**config.mk**
```make
export PLATFORM = sky130hd
export DESIGN_NAME = pipe_hazard_ctrl
export DESIGN_NICKNAME = d
export VERILOG_FILES = /design/src/rtl/pipe_hazard_ctrl.sv
export SDC_FILE = /design/constraint.sdc
export NUM_CORES = 1
export LEC_CHECK = 0
export CAP_MARGIN = 15
export CORE_ASPECT_RATIO = 2
export CORE_MARGIN = 3
export CORE_UTILIZATION = 33
export CTS_BUF_LIST = sky130_fd_sc_hd__clkbuf_4
export CTS_CLUSTER_SIZE = 20
export DETAILED_ROUTE_END_ITERATION = 7
export MAX_ROUTING_LAYER = met4
export SETUP_SLACK_MARGIN = 0.05
export SYNTH_ARGS = -nofsm -noshare
export SYNTH_HDL_FRONTEND = slang
export SYNTH_SLANG_ARGS = --single-unit
```
**constraint.sdc**
```tcl
create_clock -name clk -period 4.84 [get_ports clk]
set_clock_uncertainty 0.1 [all_clocks]
set_input_delay 0.968 -clock clk [delete_from_list [all_inputs] [get_ports clk]]
set_output_delay 0.968 -clock clk [all_outputs]
set_load 0.05 [all_outputs]
```
**src/rtl/pipe_hazard_ctrl.sv**
```systemverilog
// pipe_hazard_ctrl: pipeline hazard controller. It generates the stall and flush
// controls for a 5-stage pipeline: load-use bubbles, multi-cycle EX holds and
// branch redirects, and it keeps a saturating count of PC-stall cycles.
// Latency: the control outputs are combinational from the inputs, state and mc_cnt.
// Only the FSM state, mc_cnt and stall_cnt are registered.
// Backpressure: the block has no handshake. The stalls hold the upstream stages,
// and the flushes insert bubbles.
//
// Optional feature: define PIPE_MC_UNIT_EN to enable the multi-cycle EX unit
// (ex_mc_start, mc_busy, mc_done). When it is undefined, ex_mc_start is ignored,
// the FSM stays in RUN, and mc_busy and mc_done stay 0.
//
// Ports:
//   clk, rst (async, active-low)
//   id_rs1/id_rs2/id_use_rs1/id_use_rs2 : source operands of the ID instruction
//   ex_wR/ex_is_load/ex_mc_start        : the EX instruction
//   mem_redirect                        : taken branch/jump in MEM
//   pc_stall, ifid_stall/flush, idex_stall/flush, exmem_flush : pipeline controls
//   mc_busy, mc_done                    : multi-cycle unit status
//   stall_cnt                           : saturating count of pc_stall cycles
module pipe_hazard_ctrl #(
  parameter int MC_LAT = 4,   // EX hold cycles for a multi-cycle op, 2..16
  parameter int CNT_W  = 16
) (
  input  logic             clk,
  input  logic             rst,
  input  logic [4:0]       id_rs1,
  input  logic [4:0]       id_rs2,
  input  logic             id_use_rs1,
  input  logic             id_use_rs2,
  input  logic [4:0]       ex_wR,
  input  logic             ex_is_load,
  input  logic             ex_mc_start,
  input  logic             mem_redirect,
  output logic             pc_stall,
  output logic             ifid_stall,
  output logic             ifid_flush,
  output logic             idex_stall,
  output logic             idex_flush,
  output logic             exmem_flush,
  output logic             mc_busy,
  output logic             mc_done,
  output logic [CNT_W-1:0] stall_cnt
);

  typedef enum logic {
    RUN     = 1'b0,
    MC_BUSY = 1'b1
  } state_t;

  state_t     state, state_nxt;
  logic [3:0] mc_cnt, mc_cnt_nxt;
  logic       lu_hazard;
  logic       mc_start_req;

  // x0 is never written, so a load that targets it cannot create a dependency.
  assign lu_hazard = ex_is_load && (ex_wR != 5'd0) &&
                     ((id_use_rs1 && (id_rs1 == ex_wR)) ||
                      (id_use_rs2 && (id_rs2 == ex_wR)));

`ifdef PIPE_MC_UNIT_EN
  assign mc_start_req = ex_mc_start;
`else
  // With no multi-cycle unit, nothing can start a hold. The FSM therefore never
  // leaves RUN, and mc_busy and mc_done stay at 0.
  logic unused_mc_start;
  assign unused_mc_start = ex_mc_start;
  assign mc_start_req    = 1'b0;
`endif

  // Priority: redirect > MC_BUSY > mc start > load-use > normal flow.
  // No branch asserts both a stall and a flush of the same register.
  always_comb begin
    state_nxt   = state;
    mc_cnt_nxt  = mc_cnt;
    pc_stall    = 1'b0;
    ifid_stall  = 1'b0;
    ifid_flush  = 1'b0;
    idex_stall  = 1'b0;
    idex_flush  = 1'b0;
    exmem_flush = 1'b0;
    mc_busy     = 1'b0;
    mc_done     = 1'b0;

    if (!rst) begin
      // During reset, all outputs are forced low. An in-flight op is dropped
      // without an mc_done pulse.
      state_nxt  = RUN;
      mc_cnt_nxt = 4'd0;
    end else if (mem_redirect) begin
      // The younger instructions are on the wrong path. Any multi-cycle op in
      // flight is abandoned without an mc_done pulse.
      ifid_flush  = 1'b1;
      idex_flush  = 1'b1;
      exmem_flush = 1'b1;
      state_nxt   = RUN;
      mc_cnt_nxt  = 4'd0;
    end else if (state == MC_BUSY) begin
      // Hold the front end and EX. Send bubbles into MEM until the op finishes.
      // A new ex_mc_start or a load-use hazard here is ignored, because the same
      // instruction is still held in EX.
      pc_stall    = 1'b1;
      ifid_stall  = 1'b1;
      idex_stall  = 1'b1;
      exmem_flush = 1'b1;
      mc_busy     = 1'b1;
      if (mc_cnt == 4'd0) begin
        mc_done   = 1'b1;
        state_nxt = RUN;
      end else begin
        mc_cnt_nxt = mc_cnt - 4'd1;
      end
    end else if (mc_start_req) begin
      // The start cycle is the first of the MC_LAT hold cycles. MC_BUSY then
      // runs mc_cnt from MC_LAT-2 down to 0, which gives MC_LAT-1 more cycles.
      pc_stall    = 1'b1;
      ifid_stall  = 1'b1;
      idex_stall  = 1'b1;
      exmem_flush = 1'b1;
      state_nxt   = MC_BUSY;
      mc_cnt_nxt  = 4'(MC_LAT - 2);
    end else if (lu_hazard) begin
      // Insert one bubble. The next cycle re-checks with the load moved on to MEM.
      pc_stall   = 1'b1;
      ifid_stall = 1'b1;
      idex_flush = 1'b1;
    end
  end

  always_ff @(posedge clk or negedge rst) begin
    if (!rst) begin
      state     <= RUN;
      mc_cnt    <= 4'd0;
      stall_cnt <= '0;
    end else begin
      state  <= state_nxt;
      mc_cnt <= mc_cnt_nxt;
      // The count saturates at all-ones instead of wrapping.
      if (pc_stall && (stall_cnt != {CNT_W{1'b1}}))
        stall_cnt <= stall_cnt + CNT_W'(1);
    end
  end

endmodule

```
# After elaboration in Yosys (flattened, before gate mapping)
# Cells that the tools add are included.
[totals]
regBits = 21
in_bits = 22
out_inout_bits = 24
word_cells = 45
[op_classes]
add_sub_neg = 2
eq_ne = 5
n_mux = 26
n_reduce_logical = 9
[ops]
columns = ["op", "count"]
rows = [
  ["$mux 1", 22],
  ["$add 16x1->16 const B", 1],
  ["$mux 4", 4],
  ["$ne 16x16->1 const B", 1],
  ["$eq 5x5->1", 2],
  ["$logic_and 1x1->1", 5],
  ["$reduce_bool 5->1", 1],
  ["$logic_not 4->1", 1],
  ["$sub 4x1->4 const B", 1],
  ["$ne 3x1->1 const B", 1],
  ["$ne 3x3->1 const B", 1],
  ["$reduce_and 2->1", 1],
  ["$logic_or 1x1->1", 1],
]

# Logic depth before layout (Yosys ltp)
[depth]
ltp_word = 9
mapped_depth = 8
ltp_nobuf = 7

# Worst setup path before layout
# OpenSTA, ideal clock, no wires.
[synth_timing]
path_kind = "input -> output"
start = "in ex_wR[1]"
end = "out pc_stall"
arrival_time_ps = 2553
required_ps = 3772
slack_ps = 1219
stages = 6
path_buffers = 1
cell_sequence = "xnor2_1 -> nand4_1 -> o22ai_1 -> a21oi_2 -> nor2_1 -> buf_4"
[synth_via]
elab_chain_len = 8
elab_cells_between_ends = 12
cone_classes = "eq/ne: 2; mux: 4; reduce/logical: 6"
[synth_rtl]
columns = ["item", "line_no", "text"]
rows = [
  ["from (decl)", "31", "input logic [4:0] ex_wR,"],
  ["$eq 5x5->1 (on tied branches)", "58, 59", ""],
  ["$logic_and 1x1->1 (on tied branches)", "58, 59", ""],
  ["$logic_or 1x1->1", "58", "((id_use_rs1 && (id_rs1 == ex_wR)) ||"],
  ["$logic_and 1x1->1 (*)", "57", "assign lu_hazard = ex_is_load && (ex_wR != 5'd0) &&"],
  ["$mux 1 (*) (4 in series)", "--", ""],
  ["to (decl)", "35", "output logic pc_stall,"],
]
# Every way passes the cells marked *; elsewhere a longest branch is shown, timed or not.

# Worst setup path in the final report
[layout_timing]
start = "in ex_wR[3]"
end = "out idex_flush"
[layout_via]
elab_chain_len = 8
elab_cells_between_ends = 12
cone_classes = "eq/ne: 2; mux: 4; reduce/logical: 6"
[layout_rtl]
columns = ["item", "line_no", "text"]
rows = [
  ["$eq 5x5->1 (on tied branches)", "58, 59", ""],
  ["$logic_and 1x1->1 (on tied branches)", "58, 59", ""],
  ["$logic_or 1x1->1", "58", ""],
  ["$logic_and 1x1->1 (*)", "57", ""],
  ["$mux 1 (*)", "122", "end else if (lu_hazard) begin"],
  ["$mux 1 (*)", "98", "end else if (state == MC_BUSY) begin"],
  ["$mux 1 (*)", "90", "end else if (mem_redirect) begin"],
  ["$mux 1 (*)", "85", "if (!rst) begin"],
  ["to (decl)", "39", "output logic idex_flush,"],
]
# Marked as above.

==> results.md <==
- Row count: 30
- CP bufs+invs: 2
- Static Leak: 0.700 nW
- P&R area growth vs syn: 41.2%
- Synth Instances: 126
- Hold WS: 0.396 ns
- Distinct cells, synth: 31
- Post-synth EDFFs: 0
- # fillers: 351
- Final hold vios: 0
- Relative slew slack: 65.6%
- Register area: 526 sq um
- ANT cells: 0
- Yosys warning count: 0
- Least-Margin Pin Slew: 0.512 ns
- VDD IR max: 0.151 mV
- Setup total negative slack: 0 ns
- Synth top area share: 42.6%
- Hold_sp: stall_cnt[10]
- ANT nets after route: 0
- Slowest-stage cell, CP: clkdlybuf4s50_1
- Tcrit/Tclk final: 88.0%
- Sink Count: 21
- H-tree levels: 1
- Crit-path cells: clkdlybuf4s50_1, xnor2_1, nand4_1, o22ai_1, a31oi_1, nor2b_1, clkdlybuf4s50_1
- Seq cells post-synth: 21
- CTS clk-pin slew, worst paths: 0.11 ns
- Unrepaired setup endpoints after global routing: no
- Dominant synthesized flop cell: dfrtp_1
- Hold_buf cts: 0
- Crit path kind: input pin to output port
- Post-CTS setup buffer count: 0
- Most frequent CP cell: clkdlybuf4s50_1
- Delay-heaviest family, CP: buffers and inverters
- Post-route core utilization: 49.9%
- Final setup viols: 0
- Largest net degree at the start of global routing: 22
- Dpl cells: 215
- WL/cell: 13.7 um
- Post-layout nets: 197
- Core Footprint: 3490 sq um
- Area of the multi-input gates: 667 sq um
- Max Fclk: 0.235 GHz
- Hold Path Class: register to register
- Die H: 92.5 um
- GPL Wtd Cong: 0.722
- Global-route wire length before repair: 5120 um
- Drt via density: 4.81
- GRT overflow: 0
- Fraction of registers with async set/reset: 100%
- Vias after detailed routing: 1054
- Full die area: 4550 sq um
- Syn_nets: 151
- Main area contributors after synthesis: dfrtp_1 (43%), xnor2_1 (11%), xor2_1 (8.5%), nor2_1 (4.9%), nand2_1 (3.7%)
- Area of the mapped netlist: 1230 sq um
- Worst Path Required: 3.77 ns
- FF-to-FF Start: stall_cnt[0]
- Drt drc: 0
- Max Cap Viol: 0
- CTS resizes: 0
- Root Driver: clkbuf_4
- Syn_area_per_cell: 9.79 sq um
- Drt pass-1 iters: 4
- CP startpoint kind: input pin
- Max Fanout on Critical Path: 3
- Crit end category: output port
- Worst Setup SP: ex_wR[3]
- Width of the die: 49.2 um
- Arrival time at the worst endpoint: 3.19 ns
- Sequential fraction of the synthesis area: 42.6%
- Number of port buffers: 44
- Post-route insts no fill: 219
- CTS tree: done
- Initial antenna violation count: 0
- Final HPWL from detailed placement: 2410 um
- Initial core utilization: 35.3%
- Outcome: finished clean
- Crit path time final: 4.26 ns
- Final Max Slew Viols: 0
- CTS max path bufs: 2
- Layout cells sized above 1: 11.1%
- 1st-iter DRT viols: 22
- Clock Latency Late Sink: 0.30 ns
- I/O Pins: 46
- Slowest stage delay, CP: 0.81 ns
- Total GRT Usage: 14.5%
- Vias in the first global route: 1115
- Top cell type by total area after synthesis: dfrtp_1
- Wirelength, routed: 3010 um
- CTS Buf Count: 3
- Power Density: 224 nW/um^2
==> stage by stage <==
step	setup slack, ns	power, W	area [sq um]
CTS	0.565	0.000397	1740
global placement	0.607	0.000306	1710
floorplan	1.22	0.000257	1230
detailed placement	0.569	0.000308	1710
finish	0.583	0.000391	1740
global route	0.466	0.000410	1740
==> layout make-up <==
class	count	share of cell area (%)
Multi-Input combinational cell	98	38.3
Sequential cell	21	30.2
Tap cell	48	3.45
Timing Repair Buffer	45	25.7
Inverter	3	0.647
Clock buffer	4	1.72
==> state kept, by name, indices dropped and copies added, names as in the netlist <==
register,count
state,1
mc_cnt,4
stall_cnt,16
==> per-layer routing <==
metal,up-vias,GRT usage [%],wire length [um]
met5,-,-,0
met4,0,5.70,48
met3,5,3.06,183
met2,39,26.0,1580
met1,494,15.0,1190
li1,516,-,-
==> cells in the final DEF, fill, tap and decap left out <==
master and instances:
clkdlybuf4s50_1 39, dfrtp_1 21, nor2_1 16, xnor2_1 15, nand2_1 12, xor2_1 12
nand3_1 7, nor3_1 6, buf_4 5, clkbuf_4 4, inv_1 3, nand2b_1 3
nand4_1 3, ha_1 3, o21a_1 2, and2_1 2, nor4_1 2, mux2_4 2
or4_4 1, o22ai_1 1, a21oi_2 1, nor3b_1 1, a31oi_1 1, nor2b_1 1
o221ai_1 1, o21ai_2 1, and4_4 1, and3_4 1, a221oi_2 1, nand2_2 1
a211oi_1 1, buf_12 1
==> cell families after synthesis <==
| group | after synthesis | share of synthesized area [%] |
|---|---|---|
| simple gates | 57 | 23.2 |
| xor+xnor | 27 | 19.2 |
| flops | 21 | 42.6 |
| compound gates | 9 | 6.19 |
| buf+inv | 7 | 3.35 |
| fa+ha+maj | 3 | 3.04 |
| mux | 2 | 2.43 |
==> synthesized netlist by cell type (2+ instances only) <==
master / n
nand2_1: 12
buf_4: 2
inv_1: 3
and2_1: 2
nor3_1: 6
mux2_4: 2
nor2_1: 16
nand3_1: 7
nand2b_1: 3
xor2_1: 12
nor4_1: 2
xnor2_1: 15
dfrtp_1: 21
o21a_1: 2
nand4_1: 3
ha_1: 3
==> where the power goes <==
group,switching [W],internal [W],leakage (nW),total (W)
clock network,0.0000499,0.0000377,0.0184,0.0000876
registers,0.0000106,0.000184,0.280,0.000195
logic,0.0000618,0.0000469,0.402,0.000109
==> path summary, 6_finish.rpt <==
kind                                      end  slack (ns)  cells past startpoint
worst max register to register  stall_cnt[15]        2.80                      7
min in group asynchronous        stall_cnt[6]        1.07                      2
worst min register to register  stall_cnt[10]        0.40                      1
max in group asynchronous       stall_cnt[11]        3.35                      2
worst max-delay path               idex_flush        0.58                      7
worst min-delay path            stall_cnt[10]        0.40                      1
Note: power is estimated with default switching activity, not from simulation.
